==> src/rtl/wb_stage_if.sv <==
`default_nettype none
// ============================================================================
// Module      : wb_stage_if
// Description : Bundle of the MEM->WB handshake, the data-memory load
//               response and the regfile write port seen by wb_stage.
//               master : the environment (MEM stage, dmem, regfile observer)
//               slave  : wb_stage itself
//   in_valid/in_ready          accept handshake from MEM
//   in_wreg/in_waddr/in_wdata  destination register info and ALU result
//   in_is_load/in_ld_funct3/in_addr_lo  load descriptor
//   dmem_rvalid/dmem_rdata     single-cycle load response
//   we/waddr/wdata             registered regfile write port
//   align_err/ld_timeout       sticky error flags
// Revision    : 1.0 - initial release
// ============================================================================
interface wb_stage_if #(
    parameter int XLEN   = 32,
    parameter int REG_AW = 5
);
    logic              in_valid;
    logic              in_ready;
    logic              in_wreg;
    logic [REG_AW-1:0] in_waddr;
    logic [XLEN-1:0]   in_wdata;
    logic              in_is_load;
    logic [2:0]        in_ld_funct3;
    logic [1:0]        in_addr_lo;
    logic              dmem_rvalid;
    logic [XLEN-1:0]   dmem_rdata;
    logic              we;
    logic [REG_AW-1:0] waddr;
    logic [XLEN-1:0]   wdata;
    logic              align_err;
    logic              ld_timeout;

    modport master (
        output in_valid, in_wreg, in_waddr, in_wdata, in_is_load,
               in_ld_funct3, in_addr_lo, dmem_rvalid, dmem_rdata,
        input  in_ready, we, waddr, wdata, align_err, ld_timeout
    );

    modport slave (
        input  in_valid, in_wreg, in_waddr, in_wdata, in_is_load,
               in_ld_funct3, in_addr_lo, dmem_rvalid, dmem_rdata,
        output in_ready, we, waddr, wdata, align_err, ld_timeout
    );
endinterface
`default_nettype wire

==> src/rtl/wb_stage.sv <==
`default_nettype none
// ============================================================================
// Module      : wb_stage
// Description : Write-back stage. Accepts retiring instructions from MEM,
//               waits for data-memory load responses, formats load data
//               (byte/half select, sign/zero extension) and drives the
//               regfile write port as a registered one-cycle pulse.
//               MEM is back-pressured while a load is outstanding.
// Ports       : clk  - clock, rising edge
//               rst  - asynchronous reset, active-low
//               bus  - wb_stage_if.slave (handshake, dmem response,
//                      regfile write port, sticky error flags)
// Revision    : 1.0 - initial release
// ============================================================================
module wb_stage #(
    parameter int XLEN       = 32,
    parameter int REG_AW     = 5,
    parameter int LD_TIMEOUT = 255
) (
    input  wire logic   clk,
    input  wire logic   rst,
    wb_stage_if.slave   bus
);

    // Wait counter is 8 bits wide, enough for LD_TIMEOUT up to 255.
    // The timeout fires in the LD_TIMEOUT-th wait cycle, i.e. while the
    // counter still shows LD_TIMEOUT-1.
    localparam logic [7:0] c_CNT_LAST = 8'(LD_TIMEOUT - 1);

    localparam logic [2:0] c_F3_LB  = 3'b000;
    localparam logic [2:0] c_F3_LH  = 3'b001;
    localparam logic [2:0] c_F3_LW  = 3'b010;
    localparam logic [2:0] c_F3_LBU = 3'b100;
    localparam logic [2:0] c_F3_LHU = 3'b101;

    typedef enum logic [0:0] {
        S_IDLE      = 1'b0,
        S_LOAD_WAIT = 1'b1
    } state_t;

    state_t            r_state;
    logic              r_we;
    logic [REG_AW-1:0] r_waddr;
    logic [XLEN-1:0]   r_wdata;
    logic              r_align_err;
    logic              r_ld_timeout;
    logic [7:0]        r_cnt;

    // Descriptor of the outstanding load, captured at accept.
    logic              r_ld_wreg;
    logic [REG_AW-1:0] r_ld_waddr;
    logic [2:0]        r_ld_funct3;
    logic [1:0]        r_ld_lo;
    logic              r_ld_legal;

    state_t            w_state_nxt;
    logic              w_we_nxt;
    logic [REG_AW-1:0] w_waddr_nxt;
    logic [XLEN-1:0]   w_wdata_nxt;
    logic [7:0]        w_cnt_nxt;
    logic              w_set_align;
    logic              w_set_to;
    logic              w_ld_capture;
    logic              w_in_legal;
    logic [7:0]        w_byte;
    logic [15:0]       w_half;
    logic [XLEN-1:0]   w_ld_fmt;

    // Legality of the load currently presented by MEM.
    always_comb begin
        w_in_legal = 1'b0;
        case (bus.in_ld_funct3)
            c_F3_LB, c_F3_LBU: w_in_legal = 1'b1;
            c_F3_LH, c_F3_LHU: w_in_legal = ~bus.in_addr_lo[0];
            c_F3_LW:           w_in_legal = (bus.in_addr_lo == 2'b00);
            default:           w_in_legal = 1'b0;
        endcase
    end

    // Load data formatting from the captured descriptor.
    always_comb begin
        w_byte = bus.dmem_rdata[7:0];
        case (r_ld_lo)
            2'd0:    w_byte = bus.dmem_rdata[7:0];
            2'd1:    w_byte = bus.dmem_rdata[15:8];
            2'd2:    w_byte = bus.dmem_rdata[23:16];
            default: w_byte = bus.dmem_rdata[31:24];
        endcase
        w_half = r_ld_lo[1] ? bus.dmem_rdata[31:16] : bus.dmem_rdata[15:0];

        // Illegal funct3 falls through to the raw word; its write is
        // suppressed anyway.
        w_ld_fmt = bus.dmem_rdata;
        case (r_ld_funct3)
            c_F3_LB:  w_ld_fmt = {{(XLEN-8){w_byte[7]}}, w_byte};
            c_F3_LBU: w_ld_fmt = {{(XLEN-8){1'b0}}, w_byte};
            c_F3_LH:  w_ld_fmt = {{(XLEN-16){w_half[15]}}, w_half};
            c_F3_LHU: w_ld_fmt = {{(XLEN-16){1'b0}}, w_half};
            default:  w_ld_fmt = bus.dmem_rdata;
        endcase
    end

    // Next-state and write-port logic.
    always_comb begin
        w_state_nxt  = r_state;
        w_we_nxt     = 1'b0;
        w_waddr_nxt  = r_waddr;
        w_wdata_nxt  = r_wdata;
        w_cnt_nxt    = r_cnt;
        w_set_align  = 1'b0;
        w_set_to     = 1'b0;
        w_ld_capture = 1'b0;

        case (r_state)
            S_IDLE: begin
                // Stray dmem_rvalid in this state is deliberately ignored.
                if (bus.in_valid) begin
                    if (bus.in_is_load) begin
                        w_ld_capture = 1'b1;
                        w_cnt_nxt    = 8'd0;
                        w_set_align  = ~w_in_legal;
                        w_state_nxt  = S_LOAD_WAIT;
                    end else begin
                        w_we_nxt    = bus.in_wreg & (bus.in_waddr != '0);
                        w_waddr_nxt = bus.in_waddr;
                        w_wdata_nxt = bus.in_wdata;
                    end
                end
            end
            S_LOAD_WAIT: begin
                // A response in the timeout cycle takes priority.
                if (bus.dmem_rvalid) begin
                    w_state_nxt = S_IDLE;
                    w_we_nxt    = r_ld_wreg & (r_ld_waddr != '0) & r_ld_legal;
                    w_waddr_nxt = r_ld_waddr;
                    w_wdata_nxt = w_ld_fmt;
                end else if (r_cnt == c_CNT_LAST) begin
                    w_set_to    = 1'b1;
                    w_state_nxt = S_IDLE;
                end else begin
                    w_cnt_nxt = r_cnt + 8'd1;
                end
            end
            default: w_state_nxt = S_IDLE;
        endcase
    end

    always_ff @(posedge clk or negedge rst) begin
        if (!rst) begin
            r_state      <= S_IDLE;
            r_we         <= 1'b0;
            r_waddr      <= '0;
            r_wdata      <= '0;
            r_align_err  <= 1'b0;
            r_ld_timeout <= 1'b0;
            r_cnt        <= 8'd0;
            r_ld_wreg    <= 1'b0;
            r_ld_waddr   <= '0;
            r_ld_funct3  <= 3'd0;
            r_ld_lo      <= 2'd0;
            r_ld_legal   <= 1'b0;
        end else begin
            r_state <= w_state_nxt;
            r_we    <= w_we_nxt;
            r_waddr <= w_waddr_nxt;
            r_wdata <= w_wdata_nxt;
            r_cnt   <= w_cnt_nxt;
            if (w_set_align) begin
                r_align_err <= 1'b1;
            end
            if (w_set_to) begin
                r_ld_timeout <= 1'b1;
            end
            if (w_ld_capture) begin
                r_ld_wreg   <= bus.in_wreg;
                r_ld_waddr  <= bus.in_waddr;
                r_ld_funct3 <= bus.in_ld_funct3;
                r_ld_lo     <= bus.in_addr_lo;
                r_ld_legal  <= w_in_legal;
            end
        end
    end

    assign bus.in_ready   = (r_state == S_IDLE);
    assign bus.we         = r_we;
    assign bus.waddr      = r_waddr;
    assign bus.wdata      = r_wdata;
    assign bus.align_err  = r_align_err;
    assign bus.ld_timeout = r_ld_timeout;

endmodule
`default_nettype wire

==> src/flat_wrapper.sv <==
// flat-port wrapper written by rule: the top's interface ports become plain ports
module wb_stage_flat 
#(
    parameter int XLEN       = 32,
    parameter int REG_AW     = 5,
    parameter int LD_TIMEOUT = 255
)
  (clk, rst, bus_in_valid, bus_in_wreg, bus_in_waddr, bus_in_wdata, bus_in_is_load, bus_in_ld_funct3, bus_in_addr_lo, bus_dmem_rvalid, bus_dmem_rdata, bus_in_ready, bus_we, bus_waddr, bus_wdata, bus_align_err, bus_ld_timeout);
  wb_stage_if #(.XLEN(XLEN), .REG_AW(REG_AW)) bus_i ();
  input  wire logic clk;
  input  wire logic rst;
  input wire logic [$bits(bus_i.in_valid)-1:0] bus_in_valid;
  input wire logic [$bits(bus_i.in_wreg)-1:0] bus_in_wreg;
  input wire logic [$bits(bus_i.in_waddr)-1:0] bus_in_waddr;
  input wire logic [$bits(bus_i.in_wdata)-1:0] bus_in_wdata;
  input wire logic [$bits(bus_i.in_is_load)-1:0] bus_in_is_load;
  input wire logic [$bits(bus_i.in_ld_funct3)-1:0] bus_in_ld_funct3;
  input wire logic [$bits(bus_i.in_addr_lo)-1:0] bus_in_addr_lo;
  input wire logic [$bits(bus_i.dmem_rvalid)-1:0] bus_dmem_rvalid;
  input wire logic [$bits(bus_i.dmem_rdata)-1:0] bus_dmem_rdata;
  output wire logic [$bits(bus_i.in_ready)-1:0] bus_in_ready;
  output wire logic [$bits(bus_i.we)-1:0] bus_we;
  output wire logic [$bits(bus_i.waddr)-1:0] bus_waddr;
  output wire logic [$bits(bus_i.wdata)-1:0] bus_wdata;
  output wire logic [$bits(bus_i.align_err)-1:0] bus_align_err;
  output wire logic [$bits(bus_i.ld_timeout)-1:0] bus_ld_timeout;
  assign bus_i.in_valid = bus_in_valid;
  assign bus_i.in_wreg = bus_in_wreg;
  assign bus_i.in_waddr = bus_in_waddr;
  assign bus_i.in_wdata = bus_in_wdata;
  assign bus_i.in_is_load = bus_in_is_load;
  assign bus_i.in_ld_funct3 = bus_in_ld_funct3;
  assign bus_i.in_addr_lo = bus_in_addr_lo;
  assign bus_i.dmem_rvalid = bus_dmem_rvalid;
  assign bus_i.dmem_rdata = bus_dmem_rdata;
  assign bus_in_ready = bus_i.in_ready;
  assign bus_we = bus_i.we;
  assign bus_waddr = bus_i.waddr;
  assign bus_wdata = bus_i.wdata;
  assign bus_align_err = bus_i.align_err;
  assign bus_ld_timeout = bus_i.ld_timeout;
  wb_stage #(.XLEN(XLEN), .REG_AW(REG_AW), .LD_TIMEOUT(LD_TIMEOUT)) u_core (.clk(clk), .rst(rst), .bus(bus_i));
endmodule
==> config.mk <==
export PLATFORM = sky130hd
export DESIGN_NAME = wb_stage_flat
export DESIGN_NICKNAME = d
export VERILOG_FILES = /design/src/rtl/wb_stage_if.sv /design/src/rtl/wb_stage.sv /design/src/flat_wrapper.sv
export SDC_FILE = /design/constraint.sdc
export NUM_CORES = 1
export LEC_CHECK = 0
export ABC_CLOCK_PERIOD_IN_PS = 1800
export CORE_MARGIN = 2
export CORE_UTILIZATION = 55
export DETAILED_ROUTE_END_ITERATION = 6
export DONT_BUFFER_PORTS = 1
export PLACE_DENSITY = 0.67
export SLEW_MARGIN = 15
export SYNTH_ARGS = -nofsm -noshare
export SYNTH_HDL_FRONTEND = slang
export SYNTH_SLANG_ARGS = --single-unit
==> constraint.sdc <==
create_clock -name clk -period 1.8 [get_ports clk]
set_input_delay 0.18 -clock clk [delete_from_list [all_inputs] [get_ports clk]]
set_output_delay 0.18 -clock clk [all_outputs]
set_load 0.02 [all_outputs]
==> metrics.md <==
| Metric | Value |
|---|---|
| Share of the synthesized area in the top cell type | `46.6%` |
| CP Launch Point | `u_core.r_ld_lo[1]` |
| Port bufs | `0` |
| Worst r2r src | `u_core.r_ld_lo[1]` |
| Worst skew pair latency | `0.35 ns` |
| Crit-path cells | `mux2i_1, nor2b_1, o211ai_4, o21ai_0` |
| Slowest Stage Delay on Critical Path | `0.43 ns` |
| Slowest library cell on the worst path | `dfrtp_1` |
| Die W | `81.2 µm` |
| Hpwl dp | `6.00 mm` |
| Minimum clock period | `1.64 ns` |
| Number of buffers created by CTS | `9` |
| Hold Crit Start | `bus_in_waddr[3]` |
| Commonest non-fill, non-tap cell in the layout | `dfrtp_1` |
| Via-to-Cell Ratio | `6.40` |
| Antenna violations before repair | `0` |
| # setup viols final | `0` |
| Initial Util | `56.0%` |
| Largest net degree at the start of global routing | `62` |
| Hold Path Class | `primary input to register` |
| Post-CTS setup buffer count | `0` |
| Worst-path fanout max | `16` |
| Synthesized net count | `414` |
| Met2 Resource Use GR | `44.6%` |
| Die area | `6590 µm²` |
| Sequential share of the synthesized area | `46.6%` |
| Async SR Flop Fraction | `100%` |
| CP Capture Type | `register` |
| DR iter-0 viols | `172` |
| Synthesis-stage register bit count | `61` |
| Final Hold Fails | `0` |
| Synth Warn # | `0` |
| RSZ-0062 raised after global routing | `no` |
| Status | `complete, no violations` |
| ANT cells | `0` |
| Core Footprint | `5850 µm²` |
| First-pass GRT wire length | `12.9 mm` |
| Final-report max-slew violation count | `0` |
| Layout cells sized above 1 | `14.7%` |
| Worst Path Buf+Inv | `0` |
| CTS tree | `done` |
| Post-route design area | `3720 µm²` |
| Num ports | `121` |
| Routed WL per cell | `20.8 µm` |
| Synth area leaders | `dfrtp_1, a221oi_1, o21ai_0, nor2_1, mux2_2` |
| DP Area | `3330 µm²` |
| Max-Cap Viols | `0` |
| Gate Count Post-Synth | `332` |
| DR DRC count | `0` |
| Root buffer cell | `clkbuf_8` |
| Post-route antenna net violation count | `0` |
| Sink Count | `61` |
| GR Util met3 | `8.11%` |
| Relative slew slack | `57.8%` |
| Sum Neg Setup Slack | `0 ns` |
| Fmax | `0.608 GHz` |
| Vias in the first global route | `2,591` |
| Critical Path Source Type | `register` |
| Met1 usage in global routing | `29.5%` |
| Congestion Overflow GR | `0` |
| Lkg Pwr | `1.54 nW` |
| Nets@finish | `425` |
| Die extent in y | `81.2 µm` |
| Row Count | `28` |
| CP top delay family | `compound AO/OA/AOI/OAI gates` |
| Worst EP arrival | `1.83 ns` |
| P&R area growth vs syn | `13.5%` |
| PwrDens | `1260 nW/µm²` |
| FF-to-FF setup slack | `0.16 ns` |
| Total number of vias | `2,708` |
| Post-synth EDFFs | `0` |
| Leading area contributor after synthesis | `dfrtp_1` |
| Clk_skew | `0.0113 ns` |
| VDD IR max | `752 µV` |
| Synth Area per Inst | `9.87 µm²` |
| GRT busiest layer | `met2` |
| Yosys cell types | `49` |
| Worst-path clk slew | `0.07 ns` |
| DRT Pass-1 Iters | `4` |
| Htree depth | `3` |
| Critical path class | `register to register` |
| Clock buffer depth | `2` |
| Worst path required time | `1.99 ns` |
| Mapped cell area | `3280 µm²` |
| Final period util | `91.3%` |
| Most frequently used flop master after synthesis | `dfrtp_1` |
| WL final | `8.81 mm` |
| Placer congestion estimate | `0.837` |
| Most frequent cells in the layout | `dfrtp_1, nor2_1, o21ai_0, a21oi_1, a221oi_1` |
| Overall routing resource usage | `26.1%` |
| Worst Tran Pin Value | `0.633 ns` |
## final cells by class
class	count	area, µm²
fill	476	2130
multi-input combinational	240	1580
sequential	61	1530
timing repair buffer	26	270
clock buffer	11	151
tap	75	93.8
clock inverter	5	82.6
inverter	5	18.8
## power breakdown
part	total, mW	internal, mW	switching [mW]
Clock	1.44	0.855	0.581
Sequential	2.25	1.68	0.567
Combinational	1.02	0.451	0.569
## Yosys cell counts, types with 6 or more instances
cell type,instances
nand2_1,12
nor2_1,33
nand3_1,9
a211o_1,7
o21ai_0,28
nor2b_1,7
mux2i_1,9
a22oi_1,8
o21ai_1,6
nand3b_1,7
a21o_1,8
o22ai_1,7
nor3_1,9
buf_6,6
mux2_2,11
buf_2,10
a221oi_1,17
a21oi_1,19
clkbuf_1,7
a211oi_1,7
dfrtp_1,61
## per-layer routing
| layer | share of wire [%] | wire, µm |
|---|---|---|
| met1 | 40 | 3500 |
| met3 | 8.3 | 733 |
| met4 | 2.5 | 223 |
| met5 | 0 | 0 |
| met2 | 49 | 4350 |
## worst paths after layout
check	endpoint	cells after the start
max in group asynchronous	u_core.r_ld_waddr[3]	2
worst max register to register	u_core.bus.wdata[17]	4
worst min register to register	u_core.r_cnt[5]	1
min in group asynchronous	u_core.bus.wdata[24]	2
worst max-delay path	u_core.bus.wdata[17]	4
worst min-delay path	u_core.bus.we	2
## worst reg2reg max path, cell delays in order, from the launching register on
cell and delay (ns):
dfrtp_1 0.43, mux2i_1 0.33, nor2b_1 0.12, o211ai_4 0.40, o21ai_0 0.21
## state kept, by name, indices dropped and copies added (netlist names), 2 cells and up
signal,cells
u_core.bus.wdata,32
u_core.r_cnt,8
u_core.bus.waddr,5
u_core.r_ld_waddr,5
u_core.r_ld_funct3,3
u_core.r_ld_lo,2
## repair_timing
item                                   in CTS  in global routing
resized for setup                           0                  1
setup endpoints to repair                   0                 11
endpoints found under the hold margin      73                  0
hold buffers                               13                  0
## kinds of logic (layout without fill, tap and decap cells)
kind of cell	count (synthesis)	count (layout)	synth area share, %
AO/OA/AOI/OAI	123	123	25.4
adder cells (fa/ha/maj)	2	2	0.764
buffers and inverters	31	47	5.57
flip-flops	61	61	46.6
multiplexers	20	20	6.53
AND/OR/NAND/NOR	95	95	15.1
## stage by stage
stage	instances	worst slack, ns	hold WS [ns]	power [mW]	util, %
CTS	423	0.0169	0.00966	4.70	63.4
global placement	394	0.174	-0.114	3.17	56.9
detailed placement	394	0.0586	-0.114	3.22	56.9
floorplan	332	0.343	-0.116	2.96	-
finish	423	0.156	0.0167	4.70	63.6
global route	423	0.0321	0.0248	4.92	63.6
No activity file was read; power rests on OpenSTA's default activity.
